## src/rtl/vga_timing_pkg.sv

```systemverilog
// Shared VGA timing constants (640x480@60) and the decoder lock-FSM encoding.
// Both the timing decoder and any VGA sync generator draw from this package.
package vga_timing_pkg;

  localparam int VGA_H_TOTAL  = 800;
  localparam int VGA_H_SYNC   = 96;
  localparam int VGA_H_BACK   = 48;
  localparam int VGA_H_ACTIVE = 640;

  localparam int VGA_V_TOTAL  = 525;
  localparam int VGA_V_SYNC   = 2;
  localparam int VGA_V_BACK   = 33;
  localparam int VGA_V_ACTIVE = 480;

  typedef enum logic [1:0] {
    ST_SEARCH  = 2'd0,
    ST_MEASURE = 2'd1,
    ST_LOCKED  = 2'd2
  } vga_state_e;

endpackage

```

## src/rtl/vga_edge_detect.sv

```systemverilog
// Rising-edge detector: one previous-sample register and a combinational
// rise strobe that is high in the cycle the input first reads 1.
module vga_edge_detect (
  input  logic clk,
  input  logic rst,
  input  logic sig_i,
  output logic rise_o
);

  logic sig_q;

  // Remember last cycle's level of the sync input.
  always_ff @(posedge clk or posedge rst) begin
    if (rst) sig_q <= 1'b0;
    else     sig_q <= sig_i;
  end

  assign rise_o = sig_i & ~sig_q;

endmodule

```

## src/rtl/vga_timing_decoder.sv

```systemverilog
// VGA timing decoder: measures incoming hs/vs against the expected timing,
// locks after LOCK_FRAMES consecutive good frames, and produces registered
// counters, visible-pixel strobe and pixel coordinates.
module vga_timing_decoder
  import vga_timing_pkg::*;
#(
  parameter int H_TOTAL     = VGA_H_TOTAL,
  parameter int H_SYNC      = VGA_H_SYNC,
  parameter int H_BACK      = VGA_H_BACK,
  parameter int H_ACTIVE    = VGA_H_ACTIVE,
  parameter int V_TOTAL     = VGA_V_TOTAL,
  parameter int V_SYNC      = VGA_V_SYNC,
  parameter int V_BACK      = VGA_V_BACK,
  parameter int V_ACTIVE    = VGA_V_ACTIVE,
  parameter int LOCK_FRAMES = 2
) (
  input  logic       clk,
  input  logic       rst,
  input  logic       hs,
  input  logic       vs,
  output logic [9:0] h_cnt,
  output logic [9:0] v_cnt,
  output logic       de,
  output logic [9:0] x,
  output logic [9:0] y,
  output logic       locked,
  output logic [7:0] err_cnt
);

  localparam logic [10:0] H_TOTAL_W = 11'(H_TOTAL);
  localparam logic [10:0] V_TOTAL_W = 11'(V_TOTAL);
  localparam logic [9:0]  H_START   = 10'(H_SYNC + H_BACK);
  localparam logic [9:0]  H_END     = 10'(H_SYNC + H_BACK + H_ACTIVE);
  localparam logic [9:0]  V_START   = 10'(V_SYNC + V_BACK);
  localparam logic [9:0]  V_END     = 10'(V_SYNC + V_BACK + V_ACTIVE);
  localparam logic [7:0]  LOCK_N    = 8'(LOCK_FRAMES);

  function automatic logic [9:0] sat_inc10(input logic [9:0] v);
    return (v == 10'h3FF) ? v : v + 10'd1;
  endfunction

  function automatic logic [7:0] sat_inc8(input logic [7:0] v);
    return (v == 8'hFF) ? v : v + 8'd1;
  endfunction

  logic       hs_rise, vs_rise;
  vga_state_e state_q, state_d;
  logic [9:0] h_cnt_q, h_cnt_d, v_cnt_q, v_cnt_d, x_q, x_d, y_q, y_d;
  logic [7:0] gcnt_q, gcnt_d, err_q, err_d;
  logic       pend_q, pend_d, first_q, first_d, bad_seen_q, bad_seen_d;
  logic       de_q, de_d, locked_q, locked_d;
  logic       frame_start, line_bad, frame_good;

  vga_edge_detect u_hs_edge (.clk(clk), .rst(rst), .sig_i(hs), .rise_o(hs_rise));
  vga_edge_detect u_vs_edge (.clk(clk), .rst(rst), .sig_i(vs), .rise_o(vs_rise));

  // Counters, pending-frame flag and line/frame measurement.
  always_comb begin
    frame_start = hs_rise & (pend_q | vs_rise);
    // The first line after reset or after dropping to SEARCH has no valid start.
    line_bad    = hs_rise & ~first_q & (({1'b0, h_cnt_q} + 11'd1) != H_TOTAL_W);
    frame_good  = (({1'b0, v_cnt_q} + 11'd1) == V_TOTAL_W) & ~bad_seen_q & ~line_bad;
    h_cnt_d     = hs_rise ? 10'd0 : sat_inc10(h_cnt_q);
    v_cnt_d     = v_cnt_q;
    if (frame_start)  v_cnt_d = 10'd0;
    else if (hs_rise) v_cnt_d = sat_inc10(v_cnt_q);
    pend_d      = frame_start ? 1'b0 : (pend_q | vs_rise);
    bad_seen_d  = frame_start ? 1'b0 : (bad_seen_q | line_bad);
  end

  // Lock FSM: next state, good-frame counter, error counter, exemption flag.
  always_comb begin
    state_d = state_q;
    gcnt_d  = gcnt_q;
    err_d   = err_q;
    first_d = hs_rise ? 1'b0 : first_q;
    case (state_q)
      ST_SEARCH: begin
        if (frame_start) begin
          state_d = ST_MEASURE;
          gcnt_d  = 8'd0;
        end
      end
      ST_MEASURE: begin
        if (frame_start) begin
          if (frame_good) begin
            gcnt_d = gcnt_q + 8'd1;
            if (gcnt_q + 8'd1 == LOCK_N) state_d = ST_LOCKED;
          end else begin
            gcnt_d = 8'd0;
          end
        end
      end
      ST_LOCKED: begin
        if (line_bad || (frame_start && !frame_good)) begin
          state_d = ST_SEARCH;
          err_d   = sat_inc8(err_q);
          first_d = 1'b1;
        end
      end
      default: state_d = ST_SEARCH;
    endcase
  end

  // Visible-region decode from next-cycle counters so outputs stay registered.
  always_comb begin
    locked_d = (state_d == ST_LOCKED);
    de_d     = locked_d && (h_cnt_d >= H_START) && (h_cnt_d < H_END) &&
               (v_cnt_d >= V_START) && (v_cnt_d < V_END);
    x_d      = 10'd0;
    y_d      = 10'd0;
    if (de_d) begin
      x_d = h_cnt_d - H_START;
      y_d = v_cnt_d - V_START;
    end
  end

  // FSM state register.
  always_ff @(posedge clk or posedge rst) begin
    if (rst) state_q <= ST_SEARCH;
    else     state_q <= state_d;
  end

  // Counter, flag and output registers.
  always_ff @(posedge clk or posedge rst) begin
    if (rst) begin
      h_cnt_q    <= 10'd0;
      v_cnt_q    <= 10'd0;
      pend_q     <= 1'b0;
      first_q    <= 1'b1;
      bad_seen_q <= 1'b0;
      gcnt_q     <= 8'd0;
      err_q      <= 8'd0;
      de_q       <= 1'b0;
      x_q        <= 10'd0;
      y_q        <= 10'd0;
      locked_q   <= 1'b0;
    end else begin
      h_cnt_q    <= h_cnt_d;
      v_cnt_q    <= v_cnt_d;
      pend_q     <= pend_d;
      first_q    <= first_d;
      bad_seen_q <= bad_seen_d;
      gcnt_q     <= gcnt_d;
      err_q      <= err_d;
      de_q       <= de_d;
      x_q        <= x_d;
      y_q        <= y_d;
      locked_q   <= locked_d;
    end
  end

  assign h_cnt   = h_cnt_q;
  assign v_cnt   = v_cnt_q;
  assign de      = de_q;
  assign x       = x_q;
  assign y       = y_q;
  assign locked  = locked_q;
  assign err_cnt = err_q;

endmodule
```

## config.mk

```make
export PLATFORM = sky130hd
export DESIGN_NAME = vga_timing_decoder
export DESIGN_NICKNAME = d
export VERILOG_FILES = /design/src/rtl/vga_timing_pkg.sv /design/src/rtl/vga_edge_detect.sv /design/src/rtl/vga_timing_decoder.sv
export SDC_FILE = /design/constraint.sdc
export NUM_CORES = 1
export LEC_CHECK = 0
export CORE_AREA = 2 2 66 130
export CTS_BUF_LIST = sky130_fd_sc_hd__clkbuf_16
export DETAILED_ROUTE_END_ITERATION = 16
export DIE_AREA = 0 0 68 132
export MAX_ROUTING_LAYER = met4
export PLACE_DENSITY = 0.71
export SETUP_SLACK_MARGIN = 0.15
export SLEW_MARGIN = 25
export SYNTH_ARGS = -nofsm -noshare
export SYNTH_HDL_FRONTEND = slang
export SYNTH_SLANG_ARGS = --single-unit
```

## constraint.sdc

```tcl
create_clock -name clk -period 4 [get_ports clk]
set_input_delay 0.4 -clock clk [delete_from_list [all_inputs] [get_ports clk]]
set_output_delay 0.4 -clock clk [all_outputs]
set_load 0.1 [all_outputs]
```

==> summary.txt <==
Status
  • Status: finished, final reports clean

Yosys
  • Post-synthesis compound-gate area fraction: 15.7%
  • Mux cell area share after synthesis: 2.81%
  • Async S/R FF share, synth: 100%
  • Largest family of logic cells by synthesized area: simple AND/OR/NAND/NOR gates
  • Syn Area/Cell: 9.87 um2
  • Post-Synth XOR/XNOR Area: 4.85%
  • Synth Area in Adders: 2.97%
  • Number of synthesized register bits: 65
  • Ys flop type: dfrtp_1
  • Mapped Cells: 384
  • Yosys Warn Count: 0
  • Post-synthesis simple-gate area fraction: 25.8%
  • Sequential share of the synthesized area: 42.9%
  • Syn_nets: 397
  • Post-synth EDFFs: 0
  • Unique masters post-synth: 63
  • Syn Std Cell Area: 0.00379 mm2

Critical path
  • R2R Path End: y[3]
  • CP max-delay cell: a2111oi_1
  • Critical-path maximum fanout: 15
  • R2r setup slk: 0.49 ns
  • Critical Path AT: 3.72 ns
  • Worst Setup End Kind: flop
  • CP Cell Sequence: ha_1 > and3_1 > a31oi_1 > xnor2_1 > nor2_1 > ha_1 > a2111oi_1 > o21ai_1 > a21oi_2 > buf_12 > nor3_2
  • Crit Path Class: flop to flop
  • R2R Path Start: v_cnt[0]
  • Worst path max stage delay: 0.49 ns
  • Critical path launch point type: flop
  • Critical Path Most Common Cell: ha_1
  • Reg2Reg Depth: 11
  • Crit path required time: 4.21 ns

Finish
  • Most frequent cells in the layout: 64 x dfrtp_1, 53 x clkdlybuf4s50_1, 30 x nor2_1
  • Ant. Diodes: 0
  • Post-route cell area: 0.00473 mm2
  • Area growth, synth to finish: 24.7%
  • Final cell count without fillers: 535
  • Most common cell after layout, fill and taps aside: dfrtp_1
  • Layout fillers: 708
  • Share of cells above drive strength 1: 15.5%
  • Final net count: 447

Place
  • Placed Cells: 519
  • DP HPWL: 6.52 mm
  • Dpl ws: 0.536 ns
  • Dpl cell area: 0.00440 mm2
  • RD Place Congestion: 0.897
  • Port buffer count: 53

Floorplanning
  • Die W: 68 um
  • Die H: 132 um
  • IO Pins: 54
  • Initial Util: 47.7%
  • Die area: 0.00898 mm2
  • Std-Cell Rows: 46
  • Core Region: 0.00794 mm2

Detailed routing
  • First DRT Iteration DRCs: 153
  • DR vias: 3071
  • Detailed Routing Iterations Pass 1: 4
  • Final ANT Viol Nets: 0
  • DR WL/cell: 16.8 um
  • Drt total wl: 8.98 mm
  • Via density: 5.74
  • DRC viols: 0

Timing
  • RSZ-0062 raised after global routing: false
  • Final worst-path cycle share: 87.8%
  • Final setup margin: 0.488 ns
  • Sum of negative setup slack: 0 ns
  • Worst Tran Pin Value: 1.00 ns
  • Slew Viols, Final: 0
  • Crit path time final: 3.51 ns
  • Slew HR: 32.8%
  • Max frequency: 285 MHz
  • Final Hold Fails: 0
  • Final Skew: 0.00495 ns
  • Setup Viol. Count Final: 0

Pwr
  • Worst vdd rail ir drop: 459 uV
  • Leak: 1.98 nW
  • PD cells: 450 mW/mm2

Hold path
  • Hold Startpoint: err_cnt[5]
  • Min-Delay Path Class: flop to flop
  • Worst Hold Path EP: err_cnt[5]
  • Hold path depth: 1

Global routing
  • Largest net degree at the start of global routing: 46
  • Total Routing Usage GR: 22.4%
  • Antenna violations before repair: 0
  • Vias in the first global route: 3012
  • Total congestion overflow: 0
  • First-pass GRT wire length: 14.9 mm

CTS
  • CTS root buffer: clkbuf_16
  • Hold_buf cts: 0
  • Clock Tree Buf Depth: 2
  • TritonCTS Buffers: 9
  • Clock sinks: 65
  • Worst skew pair latency: 0.33 ns
  • Setup Fix Bufs, Post-CTS: 0
  • Htree depth: 3
  • Reg clk slew, reported paths: 0.05 ns
  • CTS resizes: 0
  • TritonCTS clock tree: yes

Job
  • Maxcap violations: 0
[layout make-up]
type	instances	area, um2	share of cell area [%]
multi-input cells	279	1980	41.9
flip-flops and latches	65	1630	34.4
repair buffers	63	618	13.1
clock buffers	9	225	4.77
well taps	96	120	2.54
clock inverters	7	95.1	2.01
inverters	16	61.3	1.30
[layer usage]
metal | GRT usage (%) | wire (um)
met5 | - | 0
met4 | 9.22 | 195
met3 | 4.70 | 266
met2 | 36.2 | 4850
met1 | 26.4 | 3680
[logic make-up after synthesis]
family,Yosys count
compound gates,81
xor+xnor,21
fa+ha+maj,9
buf+inv,40
flops,65
mux,10
simple gates,158
[critical path: cells and delay by family, from the launching register on]
kind                       cells  cell delay, ns
adders and majority gates      2            0.57
buffers and inverters          1            0.23
DFF                            1            0.45
xor gates and xnor gates       1            0.17
AOI/OAI and AO/OA              4            1.51
and+or+nand+nor                3            0.44
[cell usage after synthesis, drive strengths merged, types with 3 or more instances]
library cell,number,area [um2]
dfrtp,64,1600
nor2,31,119
nor3,23,170
nand2,20,75.1
buf,19,109
nand3,18,95.1
inv,16,60.1
o21ai,16,80.1
a21oi,15,82.6
xnor2,13,114
a31oi,12,81.3
and3,10,72.6
ha,9,113
nand4,9,62.6
nor2b,8,50.1
xor2,8,70.1
nand2b,7,43.8
a211oi,6,70.1
nor3b,6,65.1
a22o,5,43.8
and2,5,31.3
clkbuf,5,18.8
mux2,5,56.3
mux2i,5,50.1
nor4,5,61.3
a21o,4,30.0
and4,4,35.0
a2111oi,3,27.5
nand4b,3,26.3
nor4b,3,32.5
o211ai,3,22.5
o31ai,3,22.5
or2,3,18.8
[per-stage QoR]
step	utilization (%)	hold slack [ns]	power (mW)
3_5_place_dp	55.5	0.497	1.30
2_1_floorplan	-	0.431	1.18
6_report	59.5	0.506	2.12
4_1_cts	59.5	0.511	2.14
3_3_place_gp	55.5	0.476	1.29
5_1_grt	59.5	0.538	2.21
[worst max-delay path by stage]
stage	start	end	slack [ns]	depth (start not counted)
3_3_place_gp	h_cnt[0]	y[5]	0.48	13
2_1_floorplan	h_cnt[1]	x[1]	0.35	13
4_1_cts	h_cnt[0]	y[5]	0.51	13
6_report	v_cnt[0]	y[3]	0.49	11
3_5_place_dp	hs	x[8]	0.54	11
5_1_grt	h_cnt[0]	y[5]	0.17	13
[power by group]
group          internal (mW)  switching, mW  total [mW]
sequential             0.690         0.0590       0.749
combinational          0.153          0.388       0.541
clock                  0.544          0.290       0.835
total                   1.39          0.737        2.12
[state kept, by name, summed over array words and instances (netlist names)]
name	count
u_vs_edge.sig_q	1
pend_q	1
first_q	1
gcnt_q	8
u_hs_edge.sig_q	1
v_cnt	10
y	10
bad_seen_q	1
de	1
locked	1
state_q	2
h_cnt	10
err_cnt	8
x	10
No activity file was read; power rests on OpenSTA's default activity.
